--- config.mk ---
export PLATFORM = sky130hd
export DESIGN_NAME = glb_opsum_reader_flat
export DESIGN_NICKNAME = d
export VERILOG_FILES = /design/src/rtl/glb_opsum_reader_pkg.sv /design/src/rtl/glb_opsum_reader_if.sv /design/src/rtl/glb_opsum_reader_sync_fifo.sv /design/src/rtl/glb_opsum_reader.sv /design/src/flat_wrapper.sv
export SDC_FILE = /design/constraint.sdc
export NUM_CORES = 1
export LEC_CHECK = 0
export BUFFER_PORTS_ARGS = -buffer_cell sky130_fd_sc_hd__buf_4
export CORE_MARGIN = 10
export CORE_UTILIZATION = 60
export CTS_CLUSTER_DIAMETER = 80
export DETAILED_ROUTE_END_ITERATION = 8
export HOLD_SLACK_MARGIN = 0.02
export MAX_ROUTING_LAYER = met4
export PLACE_DENSITY = 0.86
export RECOVER_POWER = 25
export SYNTH_ARGS = -nofsm -noshare
export SYNTH_HDL_FRONTEND = slang
export SYNTH_SLANG_ARGS = --single-unit
--- constraint.sdc ---
create_clock -name clk -period 5.2 [get_ports clk]
set_clock_uncertainty 0.15 [all_clocks]
set_input_delay 0.52 -clock clk [delete_from_list [all_inputs] [get_ports clk]]
set_output_delay 0.52 -clock clk [all_outputs]
set_load 0.1 [all_outputs]
--- src/rtl/glb_opsum_reader_pkg.sv ---
// Shared GLB definitions: word geometry, address type and the read-engine
// state encoding. Used by the GLB, the opsum reader and the future loader.
package glb_pkg;

  localparam int unsigned GLB_WORD_BYTES = 4;
  localparam int unsigned GLB_ADDR_W     = 32;

  typedef logic [GLB_ADDR_W-1:0] glb_addr_t;

  typedef enum logic [1:0] {
    RD_IDLE = 2'd0,
    RD_RUN  = 2'd1,
    RD_FIN  = 2'd2
  } rd_state_e;

endpackage

--- src/rtl/glb_opsum_reader_if.sv ---
// GLB read port plus the outbound valid/ready word stream of the reader.
//   master : the reader (drives glb_re/glb_addr and the stream)
//   slave  : GLB + stream consumer side
interface glb_opsum_reader_if #(
  parameter int unsigned ADDR_W = 32,
  parameter int unsigned DATA_W = 32
);

  logic              glb_re;
  logic [ADDR_W-1:0] glb_addr;
  logic [DATA_W-1:0] glb_rdata;
  logic              out_valid;
  logic              out_ready;
  logic [DATA_W-1:0] out_data;
  logic              out_last;

  modport master (
    output glb_re, glb_addr, out_valid, out_data, out_last,
    input  glb_rdata, out_ready
  );

  modport slave (
    input  glb_re, glb_addr, out_valid, out_data, out_last,
    output glb_rdata, out_ready
  );

endinterface

--- src/rtl/glb_opsum_reader_sync_fifo.sv ---
// sync_fifo: small prefetch buffer with a head read straight from storage.
// Ports: clk, rst (sync, active-high), push/wdata, pop, rdata (head, 0 when
// empty), empty, full, count.
module sync_fifo #(
  parameter int unsigned DATA_W = 32,
  parameter int unsigned DEPTH  = 2
) (
  input  logic                       clk,
  input  logic                       rst,
  input  logic                       push,
  input  logic [DATA_W-1:0]          wdata,
  input  logic                       pop,
  output logic [DATA_W-1:0]          rdata,
  output logic                       empty,
  output logic                       full,
  output logic [$clog2(DEPTH):0]     count
);

  localparam int unsigned AW = $clog2(DEPTH);
  localparam int unsigned CW = AW + 1;

  logic [DATA_W-1:0] mem [DEPTH];
  logic [AW-1:0]     rd_ptr;
  logic [AW-1:0]     wr_ptr;
  logic [CW-1:0]     cnt_q;

  // Storage and pointers; DEPTH is a power of two so pointers wrap naturally.
  always_ff @(posedge clk) begin
    if (rst) begin
      rd_ptr <= '0;
      wr_ptr <= '0;
      cnt_q  <= '0;
      for (int unsigned i = 0; i < DEPTH; i++) mem[i] <= '0;
    end else begin
      if (push) begin
        mem[wr_ptr] <= wdata;
        wr_ptr      <= wr_ptr + AW'(1);
      end
      if (pop) rd_ptr <= rd_ptr + AW'(1);
      cnt_q <= cnt_q + CW'(push) - CW'(pop);
    end
  end

  assign empty = (cnt_q == CW'(0));
  assign full  = (cnt_q == CW'(DEPTH));
  assign count = cnt_q;
  // Head is zeroed when empty so the stream shows no stale words.
  assign rdata = empty ? '0 : mem[rd_ptr];

endmodule

--- src/rtl/glb_opsum_reader.sv ---
// glb_opsum_reader: fetches num_words consecutive 32-bit words from the
// byte-addressed GLB starting at base_addr and streams them out.
// Ports: clk, rst (sync, active-high); start/base_addr/num_words control;
// busy, done status; bus (master) carries the GLB read port and the stream.
module glb_opsum_reader
  import glb_pkg::*;
#(
  parameter int unsigned ADDR_W     = 32,
  parameter int unsigned DATA_W     = 32,
  parameter int unsigned CNT_W      = 16,
  parameter int unsigned FIFO_DEPTH = 2
) (
  input  logic              clk,
  input  logic              rst,
  input  logic              start,
  input  logic [ADDR_W-1:0] base_addr,
  input  logic [CNT_W-1:0]  num_words,
  output logic              busy,
  output logic              done,
  glb_opsum_reader_if.master bus
);

  localparam int unsigned FCW = $clog2(FIFO_DEPTH) + 1;

  localparam logic [1:0] S_IDLE = RD_IDLE;
  localparam logic [1:0] S_RUN  = RD_RUN;
  localparam logic [1:0] S_FIN  = RD_FIN;

  logic [1:0]        state_q, state_d;
  logic [ADDR_W-1:0] addr_q, addr_d;
  logic [CNT_W-1:0]  issue_left_q, issue_left_d;
  logic [CNT_W-1:0]  out_left_q, out_left_d;
  logic              done_q, done_d;
  logic              inflight_q;

  logic [DATA_W-1:0] fifo_head;
  logic              fifo_empty;
  logic              fifo_full;
  logic [FCW-1:0]    fifo_count;

  logic              hs;
  logic              credit_ok;
  logic              issue;

  assign hs = !fifo_empty && bus.out_ready;

  // Room check: a read issued now lands two edges later; the same-cycle pop
  // is credited, later pops are not.
  assign credit_ok = (fifo_count + FCW'(inflight_q)) < (FCW'(FIFO_DEPTH) + FCW'(hs));
  assign issue     = (state_q == S_RUN) && (issue_left_q != CNT_W'(0)) && credit_ok;

  sync_fifo #(
    .DATA_W (DATA_W),
    .DEPTH  (FIFO_DEPTH)
  ) u_fifo (
    .clk   (clk),
    .rst   (rst),
    .push  (inflight_q && (!fifo_full || hs)),
    .wdata (bus.glb_rdata),
    .pop   (hs),
    .rdata (fifo_head),
    .empty (fifo_empty),
    .full  (fifo_full),
    .count (fifo_count)
  );

  // Next-state and register updates.
  always_comb begin
    state_d      = state_q;
    addr_d       = addr_q;
    issue_left_d = issue_left_q;
    out_left_d   = out_left_q;
    done_d       = 1'b0;
    case (state_q)
      S_IDLE: begin
        if (start) begin
          addr_d       = base_addr;
          issue_left_d = num_words;
          out_left_d   = num_words;
          state_d      = (num_words == CNT_W'(0)) ? S_FIN : S_RUN;
        end
      end
      S_RUN: begin
        if (issue) begin
          addr_d       = addr_q + ADDR_W'(GLB_WORD_BYTES);
          issue_left_d = issue_left_q - CNT_W'(1);
        end
        if (hs) begin
          out_left_d = out_left_q - CNT_W'(1);
          if (out_left_q == CNT_W'(1)) begin
            state_d = S_FIN;
            done_d  = 1'b1;
          end
        end
      end
      S_FIN: begin
        state_d = S_IDLE;
        // A normal transfer raised done on FIN entry; a zero-length one
        // pulses it here instead.
        done_d  = !done_q;
      end
      default: state_d = S_IDLE;
    endcase
  end

  always_ff @(posedge clk) begin
    if (rst) begin
      state_q      <= S_IDLE;
      addr_q       <= '0;
      issue_left_q <= '0;
      out_left_q   <= '0;
      done_q       <= 1'b0;
      inflight_q   <= 1'b0;
    end else begin
      state_q      <= state_d;
      addr_q       <= addr_d;
      issue_left_q <= issue_left_d;
      out_left_q   <= out_left_d;
      done_q       <= done_d;
      inflight_q   <= issue;
    end
  end

  assign bus.glb_re    = issue;
  assign bus.glb_addr  = addr_q;
  assign bus.out_valid = !fifo_empty;
  assign bus.out_data  = fifo_head;
  assign bus.out_last  = !fifo_empty && (out_left_q == CNT_W'(1));
  assign busy          = (state_q != S_IDLE);
  assign done          = done_q;

endmodule

--- src/flat_wrapper.sv ---
// flat-port wrapper written by rule: the top's interface ports become plain ports
module glb_opsum_reader_flat import glb_pkg::*;
#(
  parameter int unsigned ADDR_W     = 32,
  parameter int unsigned DATA_W     = 32,
  parameter int unsigned CNT_W      = 16,
  parameter int unsigned FIFO_DEPTH = 2
)
  (clk, rst, start, base_addr, num_words, busy, done, bus_glb_re, bus_glb_addr, bus_out_valid, bus_out_data, bus_out_last, bus_glb_rdata, bus_out_ready);
  glb_opsum_reader_if #(.ADDR_W(ADDR_W), .DATA_W(DATA_W)) bus_i ();
  input  logic clk;
  input  logic rst;
  input  logic start;
  input  logic [ADDR_W-1:0] base_addr;
  input  logic [CNT_W-1:0] num_words;
  output logic busy;
  output logic done;
  output wire logic [$bits(bus_i.glb_re)-1:0] bus_glb_re;
  output wire logic [$bits(bus_i.glb_addr)-1:0] bus_glb_addr;
  output wire logic [$bits(bus_i.out_valid)-1:0] bus_out_valid;
  output wire logic [$bits(bus_i.out_data)-1:0] bus_out_data;
  output wire logic [$bits(bus_i.out_last)-1:0] bus_out_last;
  input wire logic [$bits(bus_i.glb_rdata)-1:0] bus_glb_rdata;
  input wire logic [$bits(bus_i.out_ready)-1:0] bus_out_ready;
  assign bus_glb_re = bus_i.glb_re;
  assign bus_glb_addr = bus_i.glb_addr;
  assign bus_out_valid = bus_i.out_valid;
  assign bus_out_data = bus_i.out_data;
  assign bus_out_last = bus_i.out_last;
  assign bus_i.glb_rdata = bus_glb_rdata;
  assign bus_i.out_ready = bus_out_ready;
  glb_opsum_reader #(.ADDR_W(ADDR_W), .DATA_W(DATA_W), .CNT_W(CNT_W), .FIFO_DEPTH(FIFO_DEPTH)) u_core (.clk(clk), .rst(rst), .start(start), .base_addr(base_addr), .num_words(num_words), .busy(busy), .done(done), .bus(bus_i));
endmodule
# ---- Yosys cells after proc, flatten, opt, wreduce, memory -nomap -nowiden
# Memory sizes are Yosys's and may differ from the RTL's. A register that Yosys moved wholly into a read port is not among the register bits.
# Index checks and enable logic that the tools add are counted.
dict set report op_classes {
  n_addsub 9
  magnitude_cmp 1
  n_eq_ne 8
  muxes 27
  n_reduce_logical 19
}
# op count
set op_table {}
lappend op_table {{32-bit 2-to-1 mux} 4}
lappend op_table {{16-bit one-hot mux with 2 select lines} 2}
lappend op_table {{32-bit one-hot mux with 2 select lines} 1}
lappend op_table {{16-bit 2-to-1 mux} 3}
lappend op_table {{32-bit by 3-bit adder with 32-bit output, second input constant} 1}
lappend op_table {{32-bit OR reduction} 1}
lappend op_table {{16-bit by 1-bit subtractor with 16-bit output, second input constant} 2}
lappend op_table {{16-bit by 1-bit == test with 1-bit output, second input constant} 1}
lappend op_table {{16-bit zero test} 1}
lappend op_table {{16-bit nonzero test} 1}
lappend op_table {{1-bit 2-to-1 mux} 11}
lappend op_table {{3-bit AND reduction} 3}
lappend op_table {{2-bit 2-to-1 mux} 4}
lappend op_table {{2-bit != test, second input constant} 3}
lappend op_table {{1-bit logical AND} 5}
lappend op_table {{2-bit by 1-bit adder with 2-bit output} 2}
lappend op_table {{2-bit == test, second input constant} 2}
lappend op_table {{2-bit zero test} 2}
lappend op_table {{2-bit one-hot mux with 2 select lines} 1}
lappend op_table {{2-bit nonzero test} 2}
lappend op_table {{1-bit zero test} 3}
lappend op_table {{1-bit adder, second input constant} 2}
lappend op_table {{2-bit by 1-bit adder with 2-bit output, first input constant} 1}
lappend op_table {{2-bit by 1-bit == test with 1-bit output, second input constant} 1}
lappend op_table {{5 further kinds} 5}
dict set report word_totals {
  regBits 72
  mem_bits_rw 64
  in_bits 84
  memories 1
}
# memory depth word_bits rd rd_ports_with_merged_regs wr line_no
set memory_table {}
lappend memory_table {u_core.u_fifo.mem 2 32 1 1 2 glb_opsum_reader_sync_fifo.sv:22} ;# logic [DATA_W-1:0] mem [DEPTH];

# ---- Longest topological paths before layout
dict set report depth {
  word_depth 10
  ltp_mapped 10
  ltp_nobuf 7
}

# ---- By module
# A second synthesis with hierarchy kept.
dict set report unflattened {
  hier_cells 863
  area_unflattened_um2 7574.8
}
# mod n_inst cells_each area_each_um2 seq_area_each_um2
set by_module_without_submodules {}
lappend by_module_without_submodules {glb_opsum_reader 1 598 4435.5 1361.3}
lappend by_module_without_submodules {sync_fifo 1 265 3139.3 2021.9}

# ---- Worst setup path before layout
# Ideal clock, no wire load.
dict set report synth_path {
  path_type {register to register}
  from {register u_core.out_left_q[7]}
  to {register u_core.done_q, in the netlist u_core.done}
  arrival_time_ns 3.488
  required_time_ns 4.968
  path_slack_ns 1.479
  stages_incl_launch_ff 7
  path_buffers 1
  synth_period_minus_slack_ns 3.721
  cell_sequence {dfxtp_1 or4_1 or2_1 buf_6 nor4_2 a32oi_1 nor3b_1}
}
dict set report synth_between {
  elab_chain_cells 4
}
# element line_no
set synth_rtl {}
lappend synth_rtl {{from (decl)} glb_opsum_reader.sv:32} ;# logic [CNT_W-1:0] out_left_q, out_left_d;
lappend synth_rtl {{from (signal assigned)} glb_opsum_reader.sv:118} ;# out_left_q <= out_left_d;
lappend synth_rtl {{16-bit by 1-bit == test with 1-bit output} glb_opsum_reader.sv:90} ;# if (out_left_q == CNT_W'(1)) begin
lappend synth_rtl {{1-bit 2-to-1 mux} glb_opsum_reader.sv:90}
lappend synth_rtl {{1-bit 2-to-1 mux} glb_opsum_reader.sv:88} ;# if (hs) begin
lappend synth_rtl {{1-bit one-hot mux with 2 select lines} glb_opsum_reader.sv:74} ;# case (state_q)
lappend synth_rtl {{to (signal assigned)} glb_opsum_reader.sv:119} ;# done_q <= done_d;
lappend synth_rtl {{to (decl)} glb_opsum_reader.sv:33} ;# logic done_q, done_d;
# Every way passes these cells.
# A chain may end at the register's enable or synchronous reset.

# ---- Final worst setup path
dict set report layout_path {
  from {register u_core.issue_left_q[0]}
  to {output port bus_glb_re}
}
dict set report layout_between {
  elab_chain_cells 3
}
# element line_no
set layout_rtl {}
lappend layout_rtl {{from (decl)} glb_opsum_reader.sv:31} ;# logic [CNT_W-1:0] issue_left_q, issue_left_d;
lappend layout_rtl {{from (signal assigned)} glb_opsum_reader.sv:117} ;# issue_left_q <= issue_left_d;
lappend layout_rtl {{16-bit nonzero test} glb_opsum_reader.sv:50} ;# assign issue = (state_q == S_RUN) && (issue_left_q != CNT_W'(0)) && credit_ok;
lappend layout_rtl {{1-bit logical AND (2 in series)} glb_opsum_reader.sv:50}
lappend layout_rtl {{to (decl)} flat_wrapper.sv:18} ;# output wire logic [$bits(bus_i.glb_re)-1:0] bus_glb_re;
# Every way passes these cells.

==> results list <==
- The worst setup path is of the reg -> out kind.
- Outcome: finished clean
* CTS hold repair buffers: 0
- CTS buffer count: 17
- Max-slew violations: 0
- Global placer's final weighted congestion: 0.950
* Mapped Area: 7510 sq um
- Combined area of the multi-input logic cells: 3780 sq um
- Counting flops with a built-in enable in the synthesized netlist gives 64.
- In this run, synthesis produced a sequential element count of 137.
- Summing all flip-flop and latch instances after layout gives 3380 sq um.
- Buffers placed on the I/O ports in this run total 152.
- The worst hold path belongs to the class in -> reg.
* Number of cells traversed by the worst register-to-register path: 7
* Width of the die: 132 um
- Number of global-route vias before repair: 6949
* Number of cell rows: 40
- Remaining routing DRC violations: 0
- Final critical-path share of the clock period: 0.663
- Data on the critical path is required at its endpoint by 4.53 ns.
* Time the final worst path needs with I/O delays and setup: 3.45 ns
- The clock net in this run drives a total of 137 sinks.
- Global-route wire length before repair: 35700 um
* Achievable clock frequency: 290 MHz
* Maximum number of pins on one net before global-route repair: 70
* End point of the most critical hold path: u_core.bus.glb_addr[1]
* Worst slew margin relative to its limit: 0.203
* FF-to-FF setup slack: 1.79 ns
- After detailed placement, the design holds a cell count of 1087.
- In this run the vertical extent of the chip is 132 um.
- In the final routed layout, each cell accounts on average for 20.1 um.
* Max-cap violations: 0
- Cell-by-cell trace of the critical path: inv_1, ha_1, nor3b_2, nand4_1, o21ai_0, nor2_1, buf_4
* Largest stage delay on the critical path: 0.55 ns
- Total via count in the routed design: 7177
- Setup violations remaining at the end of the flow were counted as 0.
- Synthesis instantiated 75 different standard cells from the library.
* Sequential element share of the synthesized area: 0.450
- The share of synthesized area in the top cell type comes to 0.256.
* Number of antenna diodes: 0
- Counting along the longest clock path gives a buffer depth of 2.
* Nets in the synthesized netlist: 916
- Initial core utilization: 0.620
- Dominant cells by area after synthesis: edfxtp_1 (26%), dfxtp_1 (19%), and2_1 (5.6%)
- The first detailed-routing pass ran for 7 iterations.
- Insertion delay to the later sink of the worst-skew pair: 0.42 ns
- TritonCTS built the clock tree.
* Cells resized by post-CTS repair: 0
* Area Growth Syn to Fin: 21.6%
- In this run the mean area of a mapped cell was 9.14 sq um.
* Synth Instances: 822
- In the global route stage, overall resource usage came out at 0.253.
- Setup tns final: 0 ns
- Of all nets on the critical path, the largest fanout is 7.
- Count of antenna-violating nets left after detailed routing: 0
* Non-filler cells in the finished layout: 1119
- Final Hold Slack: 0.209 ns
* Capturing element type of the critical path: primary output
* Crit-path slowest cell: o21ai_0
* Routed via count divided by cell count: 6.41
- Startpoint of the most critical hold path: base_addr[1]
* Final wirelength: 22500 um
- Counting flops with an async set or reset pin after synthesis yields a share of 0.
* Number of synthesis warnings: 0
* # IOs: 153
- The filler cells instantiated in the layout total 918.
- Initial antenna violation count: 0
- Setup repair after global routing left no endpoint under its margin.
* Worst Max-Slew Pin Slew: 1.20 ns
- Clock-pin slew was measured on the worst setup and hold paths at 0.06 ns.
* Static leakage: 3.43 nW
- Area of the core: 12100 sq um
* Detailed-placement wirelength estimate: 15100 um
- The worst hold path passes through 3 cells.
- Critical Path Source Type: register
- Ratio of total power to cell area: 531 nW/um^2
- CP arrival: 2.78 ns
- Launch point of the worst reg-to-reg path: u_core.issue_left_q[0]
- Final count of hold timing violations: 0
- Cell type with the largest total area after synthesis: edfxtp_1
* R2r endpoint: u_core.bus.glb_addr[30]
- Post-route total power: 4.85 mW
- In this run the clock root is driven by a clkbuf_16.
- In the final design database the tool counted 1032 nets.
- Htree depth: 4
* Worst IR drop on VDD: 0.000416 V
- The floorplan step defined a die boundary enclosing 17400 sq um.
- In the synthesized netlist the dominant register cell turns out to be dfxtp_1.
* Utilization of the core after routing: 0.754
- Proportion of layout cells with a drive suffix above 1: 0.195
- Total grt overflow: 0
- The first routing iteration left 838 violations.
- Once the clock tree was built, the setup fixing pass inserted 0 buffers.
per-stage QoR:
step                      instance area (sq um)  setup slack, ns
after floorplan                            7510             1.48
after global placement                     8690             2.05
after detailed placement                   8690             1.93
after CTS                                  9270             1.79
after global routing                       9130             1.54
final                                      9130             1.75
cells in the final DEF, fill, tap and decap left out, drive strengths merged, types with 13 or more instances in the layout:
cell type and instances:
buf 125, nor2 80, dfxtp 73, and2 68, nand2 67, edfxtp 64
clkbuf 54, a21oi 47, mux2i 35, inv 31, o21ai 26, nor3 25
o32ai 22, nand3 17, nor4 16, nand4 15, nor2b 14, a31oi 14
a22oi 13
worst max-delay path, delay by kind of cell (launching register included):
kind | cells | cell delay [ns]
AND/OR/NAND/NOR | 3 | 0.91
AO/OA/AOI/OAI | 1 | 0.55
buffers and inverters | 2 | 0.38
flip-flops | 1 | 0.31
adder cells (fa/ha/maj) | 1 | 0.20
report_power, final:
part           total [mW]  switching [mW]  leakage, nW  internal, mW
clock                1.18           0.470        0.284         0.708
sequential           1.48           0.191         1.26          1.29
combinational        2.18            1.65         1.88         0.530
total                4.85            2.31         3.43          2.53
final cells by class:
cell class,count,area share
Clock buffer,18,0.0470
Clock inverter,14,0.0162
Inverter,28,0.0115
Multi-Input combinational cell,593,0.414
Sequential cell,137,0.371
Tap cell,168,0.0230
Timing Repair Buffer,161,0.118
registers in the layout, indices dropped and copies added (netlist names), named ones only:
register	count
u_core.bus.glb_addr	32
u_core.u_fifo.wr_ptr	1
u_core.out_left_q	16
u_core.u_fifo.count	2
u_core.inflight_q	1
u_core.u_fifo.rd_ptr	1
u_core.u_fifo.mem	64
u_core.state_q	2
u_core.done	1
u_core.issue_left_q	16
cells in the mapped netlist (22+ instances only):
master	n
mux2i_1	35
o21ai_0	26
inv_1	28
a21oi_1	47
and2_1	67
nor3_1	24
nand2_1	65
dfxtp_1	73
edfxtp_1	64
o32ai_1	22
clkbuf_1	44
nor2_1	79
layer usage:
layer / track usage / routed length [um]
met5: - / 0
met4: 0.101 / 433
met3: 0.0537 / 1670
met2: 0.403 / 11000
met1: 0.306 / 9300
kinds of logic (layout without fill, tap and decap cells):
group	after synthesis	in the layout	share of synthesized area
buffers and inverters	92	221	0.0490
DFF	137	137	0.450
AOI/OAI and AO/OA	204	204	0.197
muxes	36	36	0.0481
xor gates and xnor gates	4	4	0.00466
adders and majority gates	10	10	0.0167
and+or+nand+nor	339	339	0.235
worst max path at each step:
stage	from	to	slack (ns)	cells past startpoint
2_1_floorplan	u_core.out_left_q[7]	u_core.done	1.48	6
3_3_place_gp	u_core.state_q[1]	u_core.out_left_q[0]	2.05	7
3_5_place_dp	u_core.issue_left_q[0]	u_core.bus.glb_addr[13]	1.93	7
4_1_cts	u_core.issue_left_q[0]	bus_glb_re	1.79	7
5_1_grt	u_core.issue_left_q[0]	bus_glb_re	1.54	7
6_report	u_core.issue_left_q[0]	bus_glb_re	1.75	7
Power figures use the tool's default switching activity.
